[config.mk]
export PLATFORM = sky130hd
export DESIGN_NAME = reg_bank_flat
export DESIGN_NICKNAME = d
export VERILOG_FILES = /design/src/rtl/mips_pkg.sv /design/src/rtl/reg_bank_if.sv /design/src/rtl/reg_bank_dump.sv /design/src/rtl/reg_bank.sv /design/src/flat_wrapper.sv
export SDC_FILE = /design/constraint.sdc
export NUM_CORES = 2
export LEC_CHECK = 0
export CORE_UTILIZATION = 57
export CTS_BUF_LIST = sky130_fd_sc_hd__clkbuf_4
export CTS_CLUSTER_DIAMETER = 60
export DETAILED_ROUTE_END_ITERATION = 10
export GPL_ROUTABILITY_DRIVEN = 1
export PLACE_DENSITY = 0.74
export SLEW_MARGIN = 5
export SYNTH_ARGS = -nofsm -noshare
export SYNTH_HDL_FRONTEND = slang
export SYNTH_SLANG_ARGS = --single-unit
export TNS_END_PERCENT = 100
[constraint.sdc]
create_clock -name i_clk -period 71.3 [get_ports i_clk]
set_clock_uncertainty 0.05 [all_clocks]
set_input_delay 14.26 -clock i_clk [delete_from_list [all_inputs] [get_ports i_clk]]
set_output_delay 14.26 -clock i_clk [all_outputs]
set_load 0.005 [all_outputs]
[src/rtl/mips_pkg.sv]
// Shared definitions for the register bank: default widths and the
// dump sequencer state encoding.
package mips_pkg;

  localparam int NB_DATA_DEF = 32;
  localparam int NB_ADDR_DEF = 5;

  typedef logic [1:0] dump_state_t;

  localparam logic [1:0] ST_IDLE = 2'd0;
  localparam logic [1:0] ST_SEND = 2'd1;
  localparam logic [1:0] ST_DONE = 2'd2;

endpackage

[src/rtl/reg_bank_if.sv]
// Bus interface of the register bank: two read ports, one write-back port
// and the register dump stream.
//
// Dump handshake (valid/ready): a beat transfers on a rising edge where
// o_dump_valid && i_dump_ready. While o_dump_valid=1 and i_dump_ready=0 the
// payload (o_dump_data, o_dump_addr) is held unchanged. o_dump_valid never
// drops without a transfer, except on reset.
interface reg_bank_if
  import mips_pkg::*;
#(
  parameter int NB_DATA = NB_DATA_DEF,
  parameter int NB_ADDR = NB_ADDR_DEF
);

  logic [NB_ADDR-1:0] i_rs_addr;
  logic [NB_ADDR-1:0] i_rt_addr;
  logic [NB_DATA-1:0] o_rs_data;
  logic [NB_DATA-1:0] o_rt_data;
  logic [NB_DATA-1:0] i_write_data;
  logic [NB_ADDR-1:0] i_reg2write;
  logic               i_regWrite;
  logic               i_dump_start;
  logic               o_dump_valid;
  logic               i_dump_ready;
  logic [NB_DATA-1:0] o_dump_data;
  logic [NB_ADDR-1:0] o_dump_addr;
  logic               o_dump_busy;
  logic               o_dump_done;
  dump_state_t        o_dump_state;  // debug view of the dump FSM

  modport slave (
    input  i_rs_addr, i_rt_addr, i_write_data, i_reg2write, i_regWrite,
    input  i_dump_start, i_dump_ready,
    output o_rs_data, o_rt_data,
    output o_dump_valid, o_dump_data, o_dump_addr, o_dump_busy, o_dump_done,
    output o_dump_state
  );

  modport master (
    output i_rs_addr, i_rt_addr, i_write_data, i_reg2write, i_regWrite,
    output i_dump_start, i_dump_ready,
    input  o_rs_data, o_rt_data,
    input  o_dump_valid, o_dump_data, o_dump_addr, o_dump_busy, o_dump_done,
    input  o_dump_state
  );

endinterface

[src/rtl/reg_bank_dump.sv]
// Register dump sequencer: walks indices 0..2**NB_ADDR-1, presenting one
// beat per index on a valid/ready stream, then pulses done for one cycle.
// The payload is a snapshot taken when the beat is loaded, so later writes
// to that register do not disturb a stalled beat.
module reg_bank_dump
  import mips_pkg::*;
#(
  parameter int NB_DATA = NB_DATA_DEF,
  parameter int NB_ADDR = NB_ADDR_DEF
) (
  input  logic               i_clk,
  input  logic               i_rst,
  input  logic               i_start,
  input  logic               i_ready,
  input  logic [NB_DATA-1:0] i_rd_data,  // storage contents at o_rd_addr
  output logic [NB_ADDR-1:0] o_rd_addr,  // index of the beat to load next
  output logic               o_valid,
  output logic               o_busy,
  output logic               o_done,
  output logic [NB_DATA-1:0] o_data,
  output logic [NB_ADDR-1:0] o_addr,
  output dump_state_t        o_state
);

  localparam logic [NB_ADDR-1:0] LAST_IDX = {NB_ADDR{1'b1}};

  dump_state_t        state;
  logic [NB_ADDR-1:0] index;
  logic [NB_DATA-1:0] data_q;

  // Next index to fetch: 0 when starting, index+1 when advancing.
  always_comb begin
    o_rd_addr = '0;
    if (state == ST_SEND) o_rd_addr = index + NB_ADDR'(1);
  end

  // FSM, index counter and payload snapshot.
  always_ff @(posedge i_clk or posedge i_rst) begin
    if (i_rst) begin
      state  <= ST_IDLE;
      index  <= '0;
      data_q <= '0;
    end else begin
      case (state)
        ST_IDLE: begin
          if (i_start) begin
            state  <= ST_SEND;
            index  <= '0;
            data_q <= i_rd_data;
          end
        end
        ST_SEND: begin
          if (i_ready) begin
            if (index == LAST_IDX) begin
              state <= ST_DONE;
            end else begin
              index  <= index + NB_ADDR'(1);
              data_q <= i_rd_data;
            end
          end
        end
        ST_DONE: state <= ST_IDLE;
        default: state <= ST_IDLE;
      endcase
    end
  end

  assign o_valid = (state == ST_SEND);
  assign o_busy  = (state == ST_SEND);
  assign o_done  = (state == ST_DONE);
  assign o_data  = data_q;
  assign o_addr  = index;
  assign o_state = state;

endmodule

[src/rtl/reg_bank.sv]
// Register bank: 2**NB_ADDR registers, register 0 hard-wired to zero,
// two combinational read ports, one write-back port and a dump stream.
// Optional macro REG_BANK_BYPASS_EN: a read of the register being written
// in the same cycle returns the incoming write data instead of the old value.
module reg_bank
  import mips_pkg::*;
#(
  parameter int NB_DATA = NB_DATA_DEF,
  parameter int NB_ADDR = NB_ADDR_DEF
) (
  input logic      i_clk,
  input logic      i_rst,
  reg_bank_if.slave bus
);

  localparam int NUM_REGS = 2 ** NB_ADDR;

  logic [NB_DATA-1:0] regs [NUM_REGS];
  logic               wr_en;
  logic [NB_DATA-1:0] rs_data;
  logic [NB_DATA-1:0] rt_data;
  logic [NB_ADDR-1:0] dump_rd_addr;
  logic [NB_DATA-1:0] dump_rd_data;

  assign wr_en = bus.i_regWrite && (bus.i_reg2write != '0);

  // Register storage: cleared by reset, written from the write-back stage.
  always_ff @(posedge i_clk or posedge i_rst) begin
    if (i_rst) begin
      for (int i = 0; i < NUM_REGS; i++) regs[i] <= '0;
    end else if (wr_en) begin
      regs[bus.i_reg2write] <= bus.i_write_data;
    end
  end

  // Read port rs, zero latency.
  always_comb begin
    rs_data = (bus.i_rs_addr == '0) ? '0 : regs[bus.i_rs_addr];
`ifdef REG_BANK_BYPASS_EN
    if (wr_en && (bus.i_rs_addr == bus.i_reg2write)) rs_data = bus.i_write_data;
`endif
  end

  // Read port rt, zero latency.
  always_comb begin
    rt_data = (bus.i_rt_addr == '0) ? '0 : regs[bus.i_rt_addr];
`ifdef REG_BANK_BYPASS_EN
    if (wr_en && (bus.i_rt_addr == bus.i_reg2write)) rt_data = bus.i_write_data;
`endif
  end

  assign bus.o_rs_data = rs_data;
  assign bus.o_rt_data = rt_data;

  // The dump sees stored contents only (never the bypass path), so a beat
  // captures the value before the write on the same edge.
  assign dump_rd_data = (dump_rd_addr == '0) ? '0 : regs[dump_rd_addr];

  reg_bank_dump #(
    .NB_DATA(NB_DATA),
    .NB_ADDR(NB_ADDR)
  ) u_dump (
    .i_clk    (i_clk),
    .i_rst    (i_rst),
    .i_start  (bus.i_dump_start),
    .i_ready  (bus.i_dump_ready),
    .i_rd_data(dump_rd_data),
    .o_rd_addr(dump_rd_addr),
    .o_valid  (bus.o_dump_valid),
    .o_busy   (bus.o_dump_busy),
    .o_done   (bus.o_dump_done),
    .o_data   (bus.o_dump_data),
    .o_addr   (bus.o_dump_addr),
    .o_state  (bus.o_dump_state)
  );

endmodule

[src/flat_wrapper.sv]
// flat-port wrapper written by rule: the top's interface ports become plain ports
module reg_bank_flat import mips_pkg::*;
#(
  parameter int NB_DATA = NB_DATA_DEF,
  parameter int NB_ADDR = NB_ADDR_DEF
)
  (i_clk, i_rst, bus_i_rs_addr, bus_i_rt_addr, bus_i_write_data, bus_i_reg2write, bus_i_regWrite, bus_i_dump_start, bus_i_dump_ready, bus_o_rs_data, bus_o_rt_data, bus_o_dump_valid, bus_o_dump_data, bus_o_dump_addr, bus_o_dump_busy, bus_o_dump_done, bus_o_dump_state);
  reg_bank_if #(.NB_DATA(NB_DATA), .NB_ADDR(NB_ADDR)) bus_i ();
  input logic i_clk;
  input logic i_rst;
  input wire logic [$bits(bus_i.i_rs_addr)-1:0] bus_i_rs_addr;
  input wire logic [$bits(bus_i.i_rt_addr)-1:0] bus_i_rt_addr;
  input wire logic [$bits(bus_i.i_write_data)-1:0] bus_i_write_data;
  input wire logic [$bits(bus_i.i_reg2write)-1:0] bus_i_reg2write;
  input wire logic [$bits(bus_i.i_regWrite)-1:0] bus_i_regWrite;
  input wire logic [$bits(bus_i.i_dump_start)-1:0] bus_i_dump_start;
  input wire logic [$bits(bus_i.i_dump_ready)-1:0] bus_i_dump_ready;
  output wire logic [$bits(bus_i.o_rs_data)-1:0] bus_o_rs_data;
  output wire logic [$bits(bus_i.o_rt_data)-1:0] bus_o_rt_data;
  output wire logic [$bits(bus_i.o_dump_valid)-1:0] bus_o_dump_valid;
  output wire logic [$bits(bus_i.o_dump_data)-1:0] bus_o_dump_data;
  output wire logic [$bits(bus_i.o_dump_addr)-1:0] bus_o_dump_addr;
  output wire logic [$bits(bus_i.o_dump_busy)-1:0] bus_o_dump_busy;
  output wire logic [$bits(bus_i.o_dump_done)-1:0] bus_o_dump_done;
  output wire logic [$bits(bus_i.o_dump_state)-1:0] bus_o_dump_state;
  assign bus_i.i_rs_addr = bus_i_rs_addr;
  assign bus_i.i_rt_addr = bus_i_rt_addr;
  assign bus_i.i_write_data = bus_i_write_data;
  assign bus_i.i_reg2write = bus_i_reg2write;
  assign bus_i.i_regWrite = bus_i_regWrite;
  assign bus_i.i_dump_start = bus_i_dump_start;
  assign bus_i.i_dump_ready = bus_i_dump_ready;
  assign bus_o_rs_data = bus_i.o_rs_data;
  assign bus_o_rt_data = bus_i.o_rt_data;
  assign bus_o_dump_valid = bus_i.o_dump_valid;
  assign bus_o_dump_data = bus_i.o_dump_data;
  assign bus_o_dump_addr = bus_i.o_dump_addr;
  assign bus_o_dump_busy = bus_i.o_dump_busy;
  assign bus_o_dump_done = bus_i.o_dump_done;
  assign bus_o_dump_state = bus_i.o_dump_state;
  reg_bank #(.NB_DATA(NB_DATA), .NB_ADDR(NB_ADDR)) u_core (.i_clk(i_clk), .i_rst(i_rst), .bus(bus_i));
endmodule
Yosys cells after proc, flatten, opt, wreduce, memory -nomap -nowiden
Cells that the tools add are included.
{ "word_totals": {"output_inout_bits": 106, "reg_bits": 1063, "input_bits": 52, "word_cells": 90} }
{ "classes": {"n_mux": 28, "n_eq_ne": 7, "addsub": 1, "reduce_logical": 10, "magnitude_cmp": 5, "bitwise_logic": 4} }
{ "op_table": {"columns": ["cell", "count"], "rows": [
  ["bitwise mux 1024 bit", 1],
  ["binary-select mux 32 bit (select 5 bit)", 3],
  ["2-to-1 mux 32 bit", 13],
  ["demux 32 bit (select 5 bit)", 1],
  ["case mux 32 bit (2 select lines)", 1],
  [">= comparator 6 bit, second input constant", 4],
  ["NOT 5 -> 6 bit", 4],
  ["2-to-1 mux 5 bit", 4],
  ["logical NOT 5 bit", 3],
  ["case mux 5 bit (2 select lines)", 1],
  ["less-than comparator 6 x 1 -> 1 bit, second input constant", 1],
  ["2-to-1 mux 2 bit", 3],
  ["inequality test 2 bit, second input constant", 3],
  ["adder 5 x 1 -> 5 bit, second input constant", 1],
  ["== test 5 bit, second input constant", 1],
  ["nonzero test 5 bit", 1],
  ["case mux 2 bit (2 select lines)", 1],
  ["AND reduction 4 bit", 1],
  ["AND reduction 3 bit", 1],
  ["== test 2 x 1 -> 1 bit, second input constant", 1],
  ["== test 2 bit, second input constant", 1],
  ["logical AND 1 bit", 2],
  ["logical NOT 2 bit", 1],
  ["inequality test 2 x 1 -> 1 bit, second input constant", 1],
  ["nonzero test 2 bit", 1]
]} }

Logic depth before layout (Yosys ltp)
{ "depth": {"depth_word": 10, "mapped_depth": 11} }

Modules after synthesis
From an unflattened synthesis, not the netlist that was laid out.
{ "unflattened": {"cells_unflattened": 4541, "hier_area_um2": 64881.0} }
{ "by_module_without_submodules": {"columns": ["module", "instances", "seq_area_each_um2", "area_per_inst_um2", "cells_each"], "rows": [
  ["reg_bank", 1, 25624.6, 63218.1, 4434],
  ["reg_bank_dump", 1, 975.9, 1662.8, 107]
]} }

Least setup slack after synthesis
No wires, ideal clock.
{ "synth_path": {"path_kind": "input to output", "from": "input port bus_i_rt_addr[1]", "to": "output port bus_o_rt_data[10]", "path_slack_ns": 40.930, "n_path_buf": 4, "path_stages": 8, "required_time_ns": 56.990, "t_arrival_ns": 16.060, "cell_sequence": "clkbuf_1 buf_4 buf_1 buf_2 mux4_2 mux4_2 nand2_1 o21ai_1"} }
{ "synth_between": {"elab_chain_cells": 5} }
{ "synth_lines": {"columns": ["element", "line_no", "source"], "rows": [
  ["start, declared", "flat_wrapper.sv:12", "input wire logic [$bits(bus_i.i_rt_addr)-1:0] bus_i_rt_addr;"],
  ["NOT 5 -> 6 bit (implied by the code)", "reg_bank.sv:46", "rt_data = (bus.i_rt_addr == '0) ? '0 : regs[bus.i_rt_addr];"],
  ["binary-select mux 32 bit (select 5 bit)", "reg_bank.sv:46", null],
  ["2-to-1 mux 32 bit (implied by the code) (2 in series)", "reg_bank.sv:46", null],
  ["2-to-1 mux 32 bit (*)", "reg_bank.sv:46", null],
  ["end, declared", "flat_wrapper.sv:19", "output wire logic [$bits(bus_i.o_rt_data)-1:0] bus_o_rt_data;"]
]} }
Every way passes the cells marked *; elsewhere a longest branch is shown, timed or not. The select of a mux whose other input is x is not followed.

Worst setup path in the final report
{ "layout_path": {"from": "input port bus_i_rs_addr[0]", "to": "output port bus_o_rs_data[30]"} }
{ "layout_between": {"elab_chain_cells": 5} }
{ "layout_lines": {"columns": ["element", "line_no", "source"], "rows": [
  ["start, declared", "flat_wrapper.sv:11", "input wire logic [$bits(bus_i.i_rs_addr)-1:0] bus_i_rs_addr;"],
  ["NOT 5 -> 6 bit (implied by the code)", "reg_bank.sv:38", "rs_data = (bus.i_rs_addr == '0) ? '0 : regs[bus.i_rs_addr];"],
  ["binary-select mux 32 bit (select 5 bit)", "reg_bank.sv:38", null],
  ["2-to-1 mux 32 bit (implied by the code) (2 in series)", "reg_bank.sv:38", null],
  ["2-to-1 mux 32 bit (*)", "reg_bank.sv:38", null],
  ["end, declared", "flat_wrapper.sv:18", "output wire logic [$bits(bus_i.o_rs_data)-1:0] bus_o_rs_data;"]
]} }
Marked as above.

==> summary.txt <==
Finish
  • Nets: 4,695
  • Final Cell Area: 69,560 um^2
  • Area growth from synthesis to layout: 8.644%
  • Filler cells: 8,385
  • Ratio of cells with drive above 1 in the final layout: 48.50%

Setup path
  • Crit path max fanout: 105
  • Crit path DAT: 18.88 ns
  • Critical path class: input port to output port
  • FF-to-FF setup slack: 65.92 ns
  • CP endpoint kind: output port
  • CP required: 56.99 ns
  • CP startpoint kind: input port

Global routing
  • Largest net degree at the start of global routing: 162
  • Number of global-route vias before repair: 47,540
  • Initial antenna violation count: 9
  • First-pass GRT wire length: 316.0 mm
  • GR Overflow Total: 0
  • Global Route Usage Sum: 38.15%

Route
  • DRC: 0
  • DRT Wirelength: 213.4 mm
  • Highest Signal Layer: met5
  • Antenna Nets Post-Route: 0
  • Wire length on met2: 93.67 mm
  • DRT met1 WL: 79.07 mm
  • Via density: 7.486
  • DRT iter0 DRCs: 6,465
  • Drt wl/cell: 33.83 um
  • Met3 routed WL: 29.54 mm
  • First-pass DRT Iterations: 8
  • Via count: 47,210

STA
  • Tightest Pin Transition: 1.203 ns
  • Slew Limit Headroom: 19.58%
  • RSZ-0062 raised after global routing: false
  • # setup viols final: 0
  • Final hold violations: 0
  • Final-report max-slew violation count: 0
  • Period Utilization, post-route: 46.55%
  • F_max: 30.13 MHz
  • Setup TNS Final: 0 ns
  • Crit path time final: 33.19 ns

Clock network
  • Clock Sink Count: 1,063
  • Deepest clock path buffer count: 4
  • Hold_buf cts: 0
  • CTS root buf: clkbuf_4
  • CTS tree: done
  • Post-CTS setup repair buffer count: 0
  • H-Tree Depth: 5
  • TritonCTS buffer count: 302
  • Post_cts resized: 0
  • Worst-path clk slew: 0.06 ns
  • Worst-Skew Late Latency: 1.22 ns

Yosys
  • Sequential share of the synthesized area: 41.55%
  • Syn nets: 4,704
  • Seq cells post-synth: 1,063
  • EDFF count, synth: 0
  • Post-synth top area share: 41.55%
  • Cell Area, Synth: 64,020 um^2
  • FFs w/ async S/R, synth: 100.0%
  • Top_reg_cell synth: dfrtp_1
  • YS warnings: 0
  • Cells after synthesis: 4,650
  • Synth area leader: dfrtp_1
  • Syn Area/Cell: 13.77 um^2
  • Number of library cell types mapped by synthesis: 54
  • Ranking of synthesized cells by area: dfrtp_1 (42%), mux4_2 (23%), mux2_2 (19%)

Floorplan
  • Full die area: 113,700 um^2
  • Starting density of the core: 57.69%
  • Row count: 122
  • Chip width: 337.1 um
  • Die Height: 337.1 um
  • Boundary Pins: 158
  • Core area: 111,000 um^2

Hold path
  • Hold crit path type: register to register

Pwr
  • Int Power: 1391 uW
  • Maximum VDD drop: 36.50 uV
  • PwrDens: 31.75 nW/um^2
  • Static Leak: 0.02872 uW
  • Sw Share: 37.00%
  • Clock power frac: 24.6%
  • Sequential fraction of design power: 38.4%
  • Sw Pwr: 817.0 uW
  • Combinational power share: 37.0%

Run status
  • Outcome: finished clean

Placement
  • Post-DP Area: 66,090 um^2
  • Port buffer count: 157
  • Routability cong.: 0.8685
  • HPWL Detailed: 114.7 mm

Job
  • Max-Cap Viols: 0
==> synthesized netlist by cell type, types with 65 or more instances <==
cell / number
o22ai_1: 95
o221ai_1: 91
nand2_1: 184
a21oi_1: 132
mux2_2: 1086
mux4_2: 641
mux2i_1: 130
inv_1: 73
o21ai_1: 65
buf_2: 168
buf_1: 76
clkbuf_1: 290
dfrtp_1: 1063
o21ai_0: 75
==> flip-flops by register name, indices dropped and copies added, names as in the netlist <==
name,cells
u_core.regs,1024
u_core.u_dump.o_data,32
u_core.u_dump.o_addr,5
u_core.u_dump.o_state,2
==> metrics by stage <==
stage | total power [uW] | hold WS (ns) | setup slack, ns | utilization (%) | cells
after floorplan | 1393 | 0.4080 | 27.07 | - | 4650
after global placement | 1625 | 0.3498 | 38.13 | 59.55 | 5825
after detailed placement | 1646 | 0.3558 | 38.11 | 59.55 | 5825
after CTS | 2186 | 0.3712 | 38.12 | 62.67 | 6302
after global routing | 2297 | 0.3892 | 37.78 | 62.67 | 6305
final | 2208 | 0.3698 | 38.11 | 62.68 | 6307
==> power by group through the flow <==
stage               logic, uW  registers [uW]  clock network [uW]
finish                    817             849                 542
global route              854             862                 582
CTS                       798             840                 548
detailed placement        795             851                   0
global placement          782             844                   0
floorplan                 586             807                   0
==> critical path, cell delays in order <==
cell             delay (ns)
buf_8                  0.62
buf_4                  0.96
buf_12                 0.73
mux4_2                 0.61
mux4_2                 0.47
nand2_1                0.07
o21ai_1                0.30
clkdlybuf4s50_1        0.58
==> routing by layer <==
metal,up-vias,global-route usage (%)
met2,3765,54.33
li1,18350,-
met1,24330,51.75
met4,14,18.96
met3,753,13.89
met5,-,0
==> kinds of logic after synthesis <==
logic type / Yosys count / share of synthesized area, %
flops: 1063 / 41.55
mux: 1857 / 43.68
fa+ha+maj: 2 / 0.03908
buf+inv: 628 / 4.192
xor+xnor: 3 / 0.04105
simple gates: 400 / 2.902
compound gates: 697 / 7.594
==> worst paths after layout <==
check                                                         start                                   end  depth (start not counted)
worst min-delay path                  u_core.regs[1018]$_DFFE_PP0P_         u_core.regs[1018]$_DFFE_PP0P_                          0
worst max register to register  u_core.u_dump.o_addr[0]$_DFFE_PP0P_  u_core.u_dump.o_data[17]$_DFFE_PP0P_                         10
worst max-delay path                               bus_i_rs_addr[0]                     bus_o_rs_data[30]                          8
min in group asynchronous                                     i_rst          u_core.regs[591]$_DFFE_PP0P_                          2
worst min register to register        u_core.regs[1018]$_DFFE_PP0P_         u_core.regs[1018]$_DFFE_PP0P_                          0
max in group asynchronous                                     i_rst   u_core.u_dump.o_addr[0]$_DFFE_PP0P_                          6
==> placed cells by master, fill, tap and decap left out, types with 91 or more instances in the layout <==
cell type / Yosys / final
o221ai_1: 91 / 91
mux4_2: 641 / 641
o22ai_1: 95 / 95
dfrtp_1: 1063 / 1062
mux2i_1: 130 / 129
mux2_2: 1086 / 1086
clkbuf_4: 0 / 413
clkdlybuf4s50_1: 0 / 147
a21oi_1: 132 / 132
nand2_1: 184 / 168
==> layout make-up <==
type	instances	area (um^2)	share of cell area (%)
Multi-Input combinational cell	2959	35030	50.37
Sequential cell	1063	26600	38.25
Clock buffer	413	3100	4.457
Timing Repair Buffer	242	2305	3.313
Tap cell	1488	1862	2.677
Clock inverter	64	357.8	0.5145
Inverter	73	281.5	0.4047
Antenna cell	5	12.51	0.01799
(Power assumes the default switching activity.)
